File: src/rtl/xif_fp_pkg.sv
// Shared types and decode constants for the XIF floating-point offload queue.
package xif_fp_pkg;

    localparam int unsigned XLEN       = 32;
    localparam int unsigned X_NUM_RS   = 2;
    localparam int unsigned X_ID_WIDTH = 4;
    localparam int unsigned INSTR_W    = 32;
    localparam int unsigned RS_W       = X_NUM_RS * XLEN;

    // F-extension major opcodes accepted for offload
    localparam logic [6:0] OPC_LOAD_FP  = 7'b0000111;
    localparam logic [6:0] OPC_STORE_FP = 7'b0100111;
    localparam logic [6:0] OPC_MADD     = 7'b1000011;
    localparam logic [6:0] OPC_MSUB     = 7'b1000111;
    localparam logic [6:0] OPC_NMSUB    = 7'b1001011;
    localparam logic [6:0] OPC_NMADD    = 7'b1001111;
    localparam logic [6:0] OPC_OP_FP    = 7'b1010011;

    // OP-FP funct5 values whose result lands in an integer register
    localparam logic [4:0] F5_FMV_X_W_FCLASS = 5'b11100;
    localparam logic [4:0] F5_FCMP           = 5'b10100;
    localparam logic [4:0] F5_FCVT_W_S       = 5'b11000;

    typedef struct packed {
        logic [INSTR_W-1:0]    instr;
        logic [X_ID_WIDTH-1:0] id;
        logic [RS_W-1:0]       rs;
        logic                  committed;
        logic                  killed;
    } queue_entry_t;

endpackage

File: src/rtl/xif_offload_queue_if.sv
// Issue, commit and dispatch channels between the core, the offload queue and the FPU.
interface xif_offload_queue_if;
    import xif_fp_pkg::*;

    logic                  issue_valid;
    logic                  issue_ready;
    logic [INSTR_W-1:0]    issue_instr;
    logic [X_ID_WIDTH-1:0] issue_id;
    logic [RS_W-1:0]       issue_rs;
    logic [X_NUM_RS-1:0]   issue_rs_valid;
    logic                  issue_accept;
    logic                  issue_writeback;
    logic                  issue_loadstore;

    logic                  commit_valid;
    logic [X_ID_WIDTH-1:0] commit_id;
    logic                  commit_kill;

    logic                  dispatch_valid;
    logic                  dispatch_ready;
    logic [INSTR_W-1:0]    dispatch_instr;
    logic [X_ID_WIDTH-1:0] dispatch_id;
    logic [RS_W-1:0]       dispatch_rs;

    // Core / FPU side
    modport master (
        output issue_valid, issue_instr, issue_id, issue_rs, issue_rs_valid,
        output commit_valid, commit_id, commit_kill,
        output dispatch_ready,
        input  issue_ready, issue_accept, issue_writeback, issue_loadstore,
        input  dispatch_valid, dispatch_instr, dispatch_id, dispatch_rs
    );

    // Queue side
    modport slave (
        input  issue_valid, issue_instr, issue_id, issue_rs, issue_rs_valid,
        input  commit_valid, commit_id, commit_kill,
        input  dispatch_ready,
        output issue_ready, issue_accept, issue_writeback, issue_loadstore,
        output dispatch_valid, dispatch_instr, dispatch_id, dispatch_rs
    );

endinterface

File: src/rtl/fp_offload_decoder.sv
// Combinational classification of an offered instruction as an F-extension op.
module fp_offload_decoder
    import xif_fp_pkg::*;
(
    input  logic       valid,
    input  logic [6:0] opcode,
    input  logic [4:0] funct5,
    output logic       accept_c,
    output logic       writeback_c,
    output logic       loadstore_c
);

    // Decode flags are only meaningful while an issue request is presented
    always_comb begin
        accept_c    = 1'b0;
        writeback_c = 1'b0;
        loadstore_c = 1'b0;
        if (valid) begin
            unique case (opcode)
                OPC_LOAD_FP, OPC_STORE_FP: begin
                    accept_c    = 1'b1;
                    loadstore_c = 1'b1;
                end
                OPC_MADD, OPC_MSUB, OPC_NMSUB, OPC_NMADD: begin
                    accept_c = 1'b1;
                end
                OPC_OP_FP: begin
                    accept_c    = 1'b1;
                    writeback_c = funct5 inside {F5_FMV_X_W_FCLASS, F5_FCMP, F5_FCVT_W_S};
                end
                default: begin
                    accept_c = 1'b0;
                end
            endcase
        end
    end

endmodule

File: src/rtl/xif_offload_queue.sv
// In-order offload queue: accepts FP instructions, holds them until commit/kill, dispatches to the FPU.
module xif_offload_queue
    import xif_fp_pkg::*;
#(
    parameter int unsigned QUEUE_DEPTH = 4  // power of two, >= 2
) (
    input  logic                         clk,
    input  logic                         rst_n,
    xif_offload_queue_if.slave           xif,
    output logic [$clog2(QUEUE_DEPTH):0] occupancy
);

    localparam int unsigned PTR_W = $clog2(QUEUE_DEPTH);
    localparam int unsigned OCC_W = PTR_W + 1;

    queue_entry_t            entries [QUEUE_DEPTH];
    logic [QUEUE_DEPTH-1:0]  valid_q;
    logic [PTR_W-1:0]        head_q;
    logic [PTR_W-1:0]        tail_q;
    logic [OCC_W-1:0]        count_q;
    logic                    ready_q;

    logic                    accept_c;
    logic                    writeback_c;
    logic                    loadstore_c;
    queue_entry_t            head_c;
    queue_entry_t            new_entry_c;
    logic                    head_live_c;
    logic                    dispatch_valid_c;
    logic                    pop_c;
    logic                    enq_c;
    logic [QUEUE_DEPTH-1:0]  match_c;
    logic [QUEUE_DEPTH-1:0]  id_hit_c;
    logic [OCC_W-1:0]        count_next_c;

    fp_offload_decoder u_decoder (
        .valid       (xif.issue_valid),
        .opcode      (xif.issue_instr[6:0]),
        .funct5      (xif.issue_instr[31:27]),
        .accept_c    (accept_c),
        .writeback_c (writeback_c),
        .loadstore_c (loadstore_c)
    );

    assign xif.issue_ready     = ready_q;
    assign xif.issue_accept    = accept_c;
    assign xif.issue_writeback = writeback_c;
    assign xif.issue_loadstore = loadstore_c;

    assign head_c              = entries[head_q];
    assign xif.dispatch_valid  = dispatch_valid_c;
    assign xif.dispatch_instr  = head_c.instr;
    assign xif.dispatch_id     = head_c.id;
    assign xif.dispatch_rs     = head_c.rs;
    assign occupancy           = count_q;

    // Head status: killed heads drain silently, committed heads wait for the FPU
    always_comb begin
        head_live_c      = valid_q[head_q];
        dispatch_valid_c = head_live_c && head_c.committed && !head_c.killed;
        pop_c            = head_live_c && (head_c.killed || (head_c.committed && xif.dispatch_ready));
        enq_c            = xif.issue_valid && ready_q && accept_c;
    end

    // CAM match of the commit ID against every live entry
    always_comb begin
        match_c  = '0;
        id_hit_c = '0;
        for (int i = 0; i < QUEUE_DEPTH; i++) begin
            match_c[i]  = xif.commit_valid && valid_q[i] && (entries[i].id == xif.commit_id);
            id_hit_c[i] = valid_q[i] && (entries[i].id == xif.issue_id);
        end
    end

    // New entry; a commit/kill arriving alongside its own issue lands here
    always_comb begin
        new_entry_c = '{instr:     xif.issue_instr,
                        id:        xif.issue_id,
                        rs:        xif.issue_rs,
                        committed: 1'b0,
                        killed:    1'b0};
        if (xif.commit_valid && (xif.commit_id == xif.issue_id)) begin
            if (xif.commit_kill) begin
                new_entry_c.killed = 1'b1;
            end else begin
                new_entry_c.committed = 1'b1;
            end
        end
    end

    // Occupancy follows the net enqueue/pop change
    always_comb begin
        count_next_c = count_q;
        unique case ({enq_c, pop_c})
            2'b10:   count_next_c = count_q + OCC_W'(1);
            2'b01:   count_next_c = count_q - OCC_W'(1);
            default: count_next_c = count_q;
        endcase
    end

    // Entry payload and commit/kill flags; liveness is tracked separately in valid_q
    always_ff @(posedge clk) begin
        for (int i = 0; i < QUEUE_DEPTH; i++) begin
            if (match_c[i]) begin
                if (xif.commit_kill) begin
                    entries[i].killed <= 1'b1;
                end else begin
                    entries[i].committed <= 1'b1;
                end
            end
        end
        if (enq_c) begin
            entries[tail_q] <= new_entry_c;
        end
    end

    // Pointers, valid bits, occupancy and registered issue_ready (no pop-to-issue bypass)
    always_ff @(posedge clk or negedge rst_n) begin
        if (!rst_n) begin
            valid_q <= '0;
            head_q  <= '0;
            tail_q  <= '0;
            count_q <= '0;
            ready_q <= 1'b0;
        end else begin
            if (pop_c) begin
                valid_q[head_q] <= 1'b0;
                head_q          <= head_q + PTR_W'(1);
            end
            if (enq_c) begin
                valid_q[tail_q] <= 1'b1;
                tail_q          <= tail_q + PTR_W'(1);
            end
            count_q <= count_next_c;
            ready_q <= (count_next_c != OCC_W'(QUEUE_DEPTH));
        end
    end

`ifndef SYNTHESIS
    // Core must not reuse an ID that is still held in the queue
    a_no_dup_id: assert property (@(posedge clk) disable iff (!rst_n)
        enq_c |-> !(|id_hit_c))
        else $error("duplicate in-flight offload id %0d", xif.issue_id);

    // Bookkeeping sanity: never enqueue when full, never pop when empty
    a_no_overflow: assert property (@(posedge clk) disable iff (!rst_n)
        enq_c |-> (count_q < OCC_W'(QUEUE_DEPTH)))
        else $error("offload queue overflow");

    a_no_underflow: assert property (@(posedge clk) disable iff (!rst_n)
        pop_c |-> (count_q != '0))
        else $error("offload queue underflow");
`endif

endmodule
File: src/flat_wrapper.sv
// flat-port wrapper written by rule: the top's interface ports become plain ports
module xif_offload_queue_flat import xif_fp_pkg::*;
#(
    parameter int unsigned QUEUE_DEPTH = 4                       
)
  (clk, rst_n, occupancy, xif_issue_valid, xif_issue_instr, xif_issue_id, xif_issue_rs, xif_issue_rs_valid, xif_commit_valid, xif_commit_id, xif_commit_kill, xif_dispatch_ready, xif_issue_ready, xif_issue_accept, xif_issue_writeback, xif_issue_loadstore, xif_dispatch_valid, xif_dispatch_instr, xif_dispatch_id, xif_dispatch_rs);
  xif_offload_queue_if xif_i ();
  input  logic clk;
  input  logic rst_n;
  output logic [$clog2(QUEUE_DEPTH):0] occupancy;
  input wire logic [$bits(xif_i.issue_valid)-1:0] xif_issue_valid;
  input wire logic [$bits(xif_i.issue_instr)-1:0] xif_issue_instr;
  input wire logic [$bits(xif_i.issue_id)-1:0] xif_issue_id;
  input wire logic [$bits(xif_i.issue_rs)-1:0] xif_issue_rs;
  input wire logic [$bits(xif_i.issue_rs_valid)-1:0] xif_issue_rs_valid;
  input wire logic [$bits(xif_i.commit_valid)-1:0] xif_commit_valid;
  input wire logic [$bits(xif_i.commit_id)-1:0] xif_commit_id;
  input wire logic [$bits(xif_i.commit_kill)-1:0] xif_commit_kill;
  input wire logic [$bits(xif_i.dispatch_ready)-1:0] xif_dispatch_ready;
  output wire logic [$bits(xif_i.issue_ready)-1:0] xif_issue_ready;
  output wire logic [$bits(xif_i.issue_accept)-1:0] xif_issue_accept;
  output wire logic [$bits(xif_i.issue_writeback)-1:0] xif_issue_writeback;
  output wire logic [$bits(xif_i.issue_loadstore)-1:0] xif_issue_loadstore;
  output wire logic [$bits(xif_i.dispatch_valid)-1:0] xif_dispatch_valid;
  output wire logic [$bits(xif_i.dispatch_instr)-1:0] xif_dispatch_instr;
  output wire logic [$bits(xif_i.dispatch_id)-1:0] xif_dispatch_id;
  output wire logic [$bits(xif_i.dispatch_rs)-1:0] xif_dispatch_rs;
  assign xif_i.issue_valid = xif_issue_valid;
  assign xif_i.issue_instr = xif_issue_instr;
  assign xif_i.issue_id = xif_issue_id;
  assign xif_i.issue_rs = xif_issue_rs;
  assign xif_i.issue_rs_valid = xif_issue_rs_valid;
  assign xif_i.commit_valid = xif_commit_valid;
  assign xif_i.commit_id = xif_commit_id;
  assign xif_i.commit_kill = xif_commit_kill;
  assign xif_i.dispatch_ready = xif_dispatch_ready;
  assign xif_issue_ready = xif_i.issue_ready;
  assign xif_issue_accept = xif_i.issue_accept;
  assign xif_issue_writeback = xif_i.issue_writeback;
  assign xif_issue_loadstore = xif_i.issue_loadstore;
  assign xif_dispatch_valid = xif_i.dispatch_valid;
  assign xif_dispatch_instr = xif_i.dispatch_instr;
  assign xif_dispatch_id = xif_i.dispatch_id;
  assign xif_dispatch_rs = xif_i.dispatch_rs;
  xif_offload_queue #(.QUEUE_DEPTH(QUEUE_DEPTH)) u_core (.clk(clk), .rst_n(rst_n), .xif(xif_i), .occupancy(occupancy));
endmodule
File: config.mk
export PLATFORM = sky130hd
export DESIGN_NAME = xif_offload_queue_flat
export DESIGN_NICKNAME = d
export VERILOG_FILES = /design/src/rtl/xif_fp_pkg.sv /design/src/rtl/xif_offload_queue_if.sv /design/src/rtl/fp_offload_decoder.sv /design/src/rtl/xif_offload_queue.sv /design/src/flat_wrapper.sv
export SDC_FILE = /design/constraint.sdc
export NUM_CORES = 1
export LEC_CHECK = 0
export CORE_MARGIN = 5
export CORE_UTILIZATION = 25
export CTS_BUF_LIST = sky130_fd_sc_hd__clkbuf_16
export DETAILED_ROUTE_END_ITERATION = 8
export GPL_ROUTABILITY_DRIVEN = 0
export MAX_ROUTING_LAYER = met4
export PLACE_DENSITY_LB_ADDON = 0.12
export RECOVER_POWER = 25
export SETUP_SLACK_MARGIN = 0.2
export SYNTH_ARGS = -nofsm -noshare
export SYNTH_HDL_FRONTEND = slang
export SYNTH_SLANG_ARGS = --single-unit
File: constraint.sdc
create_clock -name clk -period 13.3 [get_ports clk]
set_input_delay 2.66 -clock clk [delete_from_list [all_inputs] [get_ports clk]]
set_output_delay 2.66 -clock clk [all_outputs]
set_load 0.01 [all_outputs]
# Word level (Yosys, flattened, before mapping)
# Memories as Yosys holds them, arrays and structs flattened.
# Index checks and enable logic that the tools add are counted.
# W data, S select, Z words.
# totals
ff_bits	12
ramBits	408
input_bits	112
output_inout_bits	108
word_cells	93
n_memories	1
# classes
n_addsub	4
n_lt_le_gt_ge	4
n_eq_ne	18
n_mux	36
bitwise	3
n_reduce_logical	22
# memory_table
memory	words	word_bits	rd	rd_clocked_by_memory_dff	write_ports	line	text
u_core.entries	4	102	5	0	5	xif_offload_queue.sv:16	queue_entry_t entries [QUEUE_DEPTH];
# op_table
operator	count
$eq A7 B7 Y1 const B	5
$mux W1	29
$eq A4 B4 Y1	5
$logic_and A1 B1 Y1	17
$eq A5 B5 Y1 const B	3
$mux W4	2
$eq A7 B3 Y1 const B	1
$eq A7 B6 Y1 const B	1
$reduce_or A7 Y1	1
$lt A2 B3 Y1 const B	2
$pmux W3 S2	1
$add A2 B1 Y2 const B	2
$and A4 B4 Y4	1
$demux W1 S2	2
$ge A2 B1 Y1 const B	2
$not A4 Y4	1
$or A4 B4 Y4	1
$add A3 B1 Y3 const B	1
$ne A3 B3 Y1 const B	1
$reduce_bool A3 Y1	1
$sub A3 B1 Y3 const B	1
$bmux W1 S2	1
$eq A2 B1 Y1 const B	1
$eq A2 B2 Y1 const B	1
other kinds (4)	4

# Depth between registers and ports, before layout
# logic_depth
word_depth	9
depth_mapped	12
ltp_nobuf	11

# Cells and area by module
# A second synthesis with hierarchy kept.
# unflattened
cells_unflattened	674
area_unflattened_um2	15806.4
# by_module_without_submodules
mod	n_inst	cells_each	area_each_um2	seq_area_each_um2
xif_offload_queue	1	663	15728.8	12472.0
fp_offload_decoder	1	11	77.6	0.0

# Least setup slack after synthesis
# Ideal clock, no wire load.
# synth_timing
path_type	input to register
start	in xif_issue_instr[1]
end	mem u_core.entries[0][0] (netlist name)
setup_ns	0.358
arrival_ns	8.370
required_time_ns	12.942
slack_ns	4.572
stages	4
path_buffers	0
path_cell_list	and3_1 nand4b_1 a21oi_1 mux2i_1
# synth_lines
element	line	text
start, declared	flat_wrapper.sv:12	input wire logic [$bits(xif_i.issue_instr)-1:0] xif_issue_instr;
end, declared	xif_offload_queue.sv:16	

# Final worst setup path
# layout_timing
start	in xif_issue_instr[1]
end	out xif_issue_accept
# layout_between
elab_chain_cells	4
elab_cells_between_ends	10
classes_between	eq/ne: 7; mux: 2; reduce/logical: 1
# layout_lines
element	line	text
$eq A7 B7 Y1 (tied with other cells)	fp_offload_decoder.sv:19	unique case (opcode)
$reduce_or A7 Y1 (no line) (*)	--	
$mux W1 (*)	fp_offload_decoder.sv:19	
$mux W1 (*)	fp_offload_decoder.sv:18	if (valid) begin
end, declared	flat_wrapper.sv:21	output wire logic [$bits(xif_i.issue_accept)-1:0] xif_issue_accept;
# Every way passes the cells marked *; elsewhere a longest branch is shown, timed or not.

==> results.sh <==
export IMPL_post_cts_setup_buffers=0
export IMPL_critical_path_arrival_ns=4.94
export IMPL_ctsLongestPathBuffers=3
export IMPL_critPathKind="input pin to primary output"
export IMPL_initialDrtViolationCount=332
export IMPL_first_global_vias=8245
export IMPL_cts_repair_resize_count=0
export IMPL_avgSynthCellArea_um2=23.56
export IMPL_synth_enable_flop_cells=400
export IMPL_rsz0062_at_grt="false"
export IMPL_fin_tns_setup_ns=0
export IMPL_register_area_share_after_synthesis=0.7889
export IMPL_track_usage=0.1090
export IMPL_post_drt_via_cell_ratio=4.133
export IMPL_fin_worst_skew_ns=0.01279
export IMPL_max_clock_freq_mhz=131.6
export IMPL_antenna_found_initial=6
export IMPL_timing_critical_path_slowest_stage_cell="sky130_fd_sc_hd__dlygate4sd3_1"
export IMPL_grt_busiest_layer="met2"
export IMPL_post_route_drc_count=0
export IMPL_core_region_area_mm2=0.06285
export IMPL_grt_overflow=0
export IMPL_layout_common_cells="sky130_fd_sc_hd__edfxtp_1, sky130_fd_sc_hd__clkdlybuf4s50_1, sky130_fd_sc_hd__mux4_2"
export IMPL_powerDensity_mw_per_mm2=183.4
export IMPL_cts_sinks=420
export IMPL_post_route_period_util=0.5714
export IMPL_drive_above_1_share=0.2002
export IMPL_cts_hold_buffers_added=0
export IMPL_cts_tree="done"
export IMPL_gr_usage_met1=0.1418
export IMPL_placement_rows=92
export IMPL_holdWs_ns=0.4936
export IMPL_utilization=0.3276
export IMPL_drv_cap=0
export IMPL_layout_commonest_cell="sky130_fd_sc_hd__edfxtp_1"
export IMPL_synth_simple_area_share=0.01385
export IMPL_first_pass_iters=4
export IMPL_syn_cell_area_mm2=0.01581
export IMPL_ctsRootBufferMaster="sky130_fd_sc_hd__clkbuf_16"
export IMPL_dpl_cell_area_mm2=0.01905
export IMPL_finalMaxSlewViolations=0
export IMPL_met3_usage=0.03587
export IMPL_crit_required_ns=10.64
export IMPL_tightest_slew_ns=0.9569
export IMPL_async_flop_share=0.02857
export IMPL_die_x_um=261.5
export IMPL_min_period_ns=7.600
export IMPL_buffer_ports_inserted=217
export IMPL_crit_path_end_kind="primary output"
export IMPL_synth_warning_count=0
export IMPL_post_synth_num_cell_types=35
export IMPL_worstPathMaxFanout=6
export IMPL_finalSetupViolCount=0
export IMPL_detailroute_via_count=7485
export IMPL_critical_path_cell_chain="dlygate4sd3_1, and3_1, nand4b_1, nand2_1, clkdlybuf4s50_1"
export IMPL_postSynthRegisterBits=420
export IMPL_critPathTopFamily="buffers and inverters"
export IMPL_yosys_area_share_xor_xnor=0.01385
export IMPL_nNetsFinal=1044
export IMPL_min_delay_path_class="flop to flop"
export IMPL_grt_pass1_wl_mm=54.13
export IMPL_gr_usage_met2=0.1669
export IMPL_cts_max_level=2
export IMPL_multiInputGateArea_mm2=0.003216
export IMPL_cts_inserted_buffers=49
export IMPL_startpoint_type_of_the_worst_setup_path="input pin"
export IMPL_compound_gate_portion_of_the_synthesized_area=0.009101
export IMPL_clk_pin_slew_ns=0.06
export IMPL_pin_count_of_the_biggest_net_entering_global_routing=98
export IMPL_syn_to_final_growth_pct=30.23
export IMPL_timing_slew_headroom=0.3621
export IMPL_synthCells=671
export IMPL_synth_adder_area_share=0.008389
export IMPL_die_h_um=261.5
export IMPL_sequential_cell_area_mm2=0.01248
export IMPL_layout_filler_cells=6055
export IMPL_synth_main_ff_cell="sky130_fd_sc_hd__edfxtp_1"
export IMPL_status="finished clean"
export IMPL_portion_of_netlist_area_occupied_by_mux_cells=0.1553
export IMPL_die_area_mm2=0.06837
export IMPL_leakagePower_nw=6.519
export IMPL_hpwl_mm=21.12
export IMPL_synth_top_family_by_area="multiplexers"
export IMPL_final_area_mm2=0.02059
export IMPL_wl_per_cell_um=20.36
export IMPL_top_level_ports=220
export IMPL_syn_nets=793
export IMPL_drt_total_wl_mm=36.88
export IMPL_start_util=0.2516
export IMPL_max_vdd_ir_drop_v=0.0001076
export IMPL_routed_antenna_nets=0
export IMPL_insertion_delay_ns=0.56
export IMPL_timing_critical_path_buf_inv=2
export IMPL_cp_slowest_stage_delay_ns=0.60
export IMPL_hold_viol=0
## Yosys cell counts, types with 2 or more instances
cell type                   instances  area [µm²]
sky130_fd_sc_hd__nand2_1           14       52.55
sky130_fd_sc_hd__a2111oi_0          2       17.52
sky130_fd_sc_hd__edfxtp_1         400       12010
sky130_fd_sc_hd__o21ai_0            6       30.03
sky130_fd_sc_hd__nor2_1             3       11.26
sky130_fd_sc_hd__inv_1              9       33.78
sky130_fd_sc_hd__xnor2_1            7       61.31
sky130_fd_sc_hd__nor4_1             2       12.51
sky130_fd_sc_hd__dfxtp_1            8       160.2
sky130_fd_sc_hd__nand2b_1           4       25.02
sky130_fd_sc_hd__dfrtp_1           12       300.3
sky130_fd_sc_hd__buf_1              3       11.26
sky130_fd_sc_hd__and2_1             7       43.79
sky130_fd_sc_hd__mux4_2           103        2320
sky130_fd_sc_hd__ha_1               9       112.6
sky130_fd_sc_hd__xor2_1            18       157.7
sky130_fd_sc_hd__buf_2             17       85.08
sky130_fd_sc_hd__nor3_1             4       20.02
sky130_fd_sc_hd__a31oi_1            8       50.05
sky130_fd_sc_hd__mux2i_1           11       110.1
sky130_fd_sc_hd__a21oi_1            4       20.02
sky130_fd_sc_hd__clkbuf_1           7       26.28
## kinds of logic after synthesis
family | after synthesis
flip-flops | 420
AO/OA/AOI/OAI | 23
AND/OR/NAND/NOR | 40
buffers and inverters | 37
multiplexers | 116
adder cells (fa/ha/maj) | 10
XOR/XNOR | 25
## report_power, final
part / total, mW / leakage [nW] / internal [mW] / switching [mW]
Sequential: 1.56 / 3.81 / 1.49 / 0.0760
Clock: 1.25 / 0.786 / 0.746 / 0.508
Combinational: 0.956 / 1.93 / 0.549 / 0.407
Total: 3.78 / 6.52 / 2.78 / 0.992
## metal layers
metal | routed length (µm) | vias up
met5 | 0 | -
met4 | 722 | 0
met3 | 2468 | 50
met2 | 17330 | 187
met1 | 16360 | 3921
li1 | - | 3327
## flip-flops by register name, summed over array words and instances, names as in the netlist
register / count
u_core.tail_q: 2
u_core.entries: 408
u_core.valid_q: 4
u_core.head_q: 2
u_core.occupancy: 3
u_core.xif.issue_ready: 1
## worst paths after layout
check / start / to / slack [ns] / cells after the start
min in group asynchronous: rst_n / u_core.occupancy[0] / 2.48 / 1
worst min register to register: u_core.occupancy[2] / u_core.occupancy[2] / 0.49 / 1
worst min-delay path: u_core.occupancy[2] / u_core.occupancy[2] / 0.49 / 1
max in group asynchronous: rst_n / u_core.head_q[0] / 10.38 / 1
worst max-delay path: xif_issue_instr[1] / xif_issue_accept / 5.70 / 5
worst max register to register: u_core.head_q[0] / u_core.xif.issue_ready / 9.41 / 11
## cell type report
type | instances | share of cell area
antenna | 6 | 0.0007292
timing repair buffer | 228 | 0.1101
tap | 846 | 0.05141
inverter | 9 | 0.001641
multi-input combinational | 214 | 0.1562
sequential | 420 | 0.6061
clock inverter | 37 | 0.01185
clock buffer | 51 | 0.06198
## metrics by stage
step / setup WS [ns] / std cells / power (mW)
4_1_cts: 5.650 / 1805 / 3.878
3_5_place_dp: 5.654 / 1717 / 2.587
3_3_place_gp: 5.667 / 1717 / 2.598
6_report: 5.700 / 1811 / 3.775
5_1_grt: 5.560 / 1810 / 3.977
2_1_floorplan: 4.572 / 671 / 2.094
(Power assumes the default switching activity.)
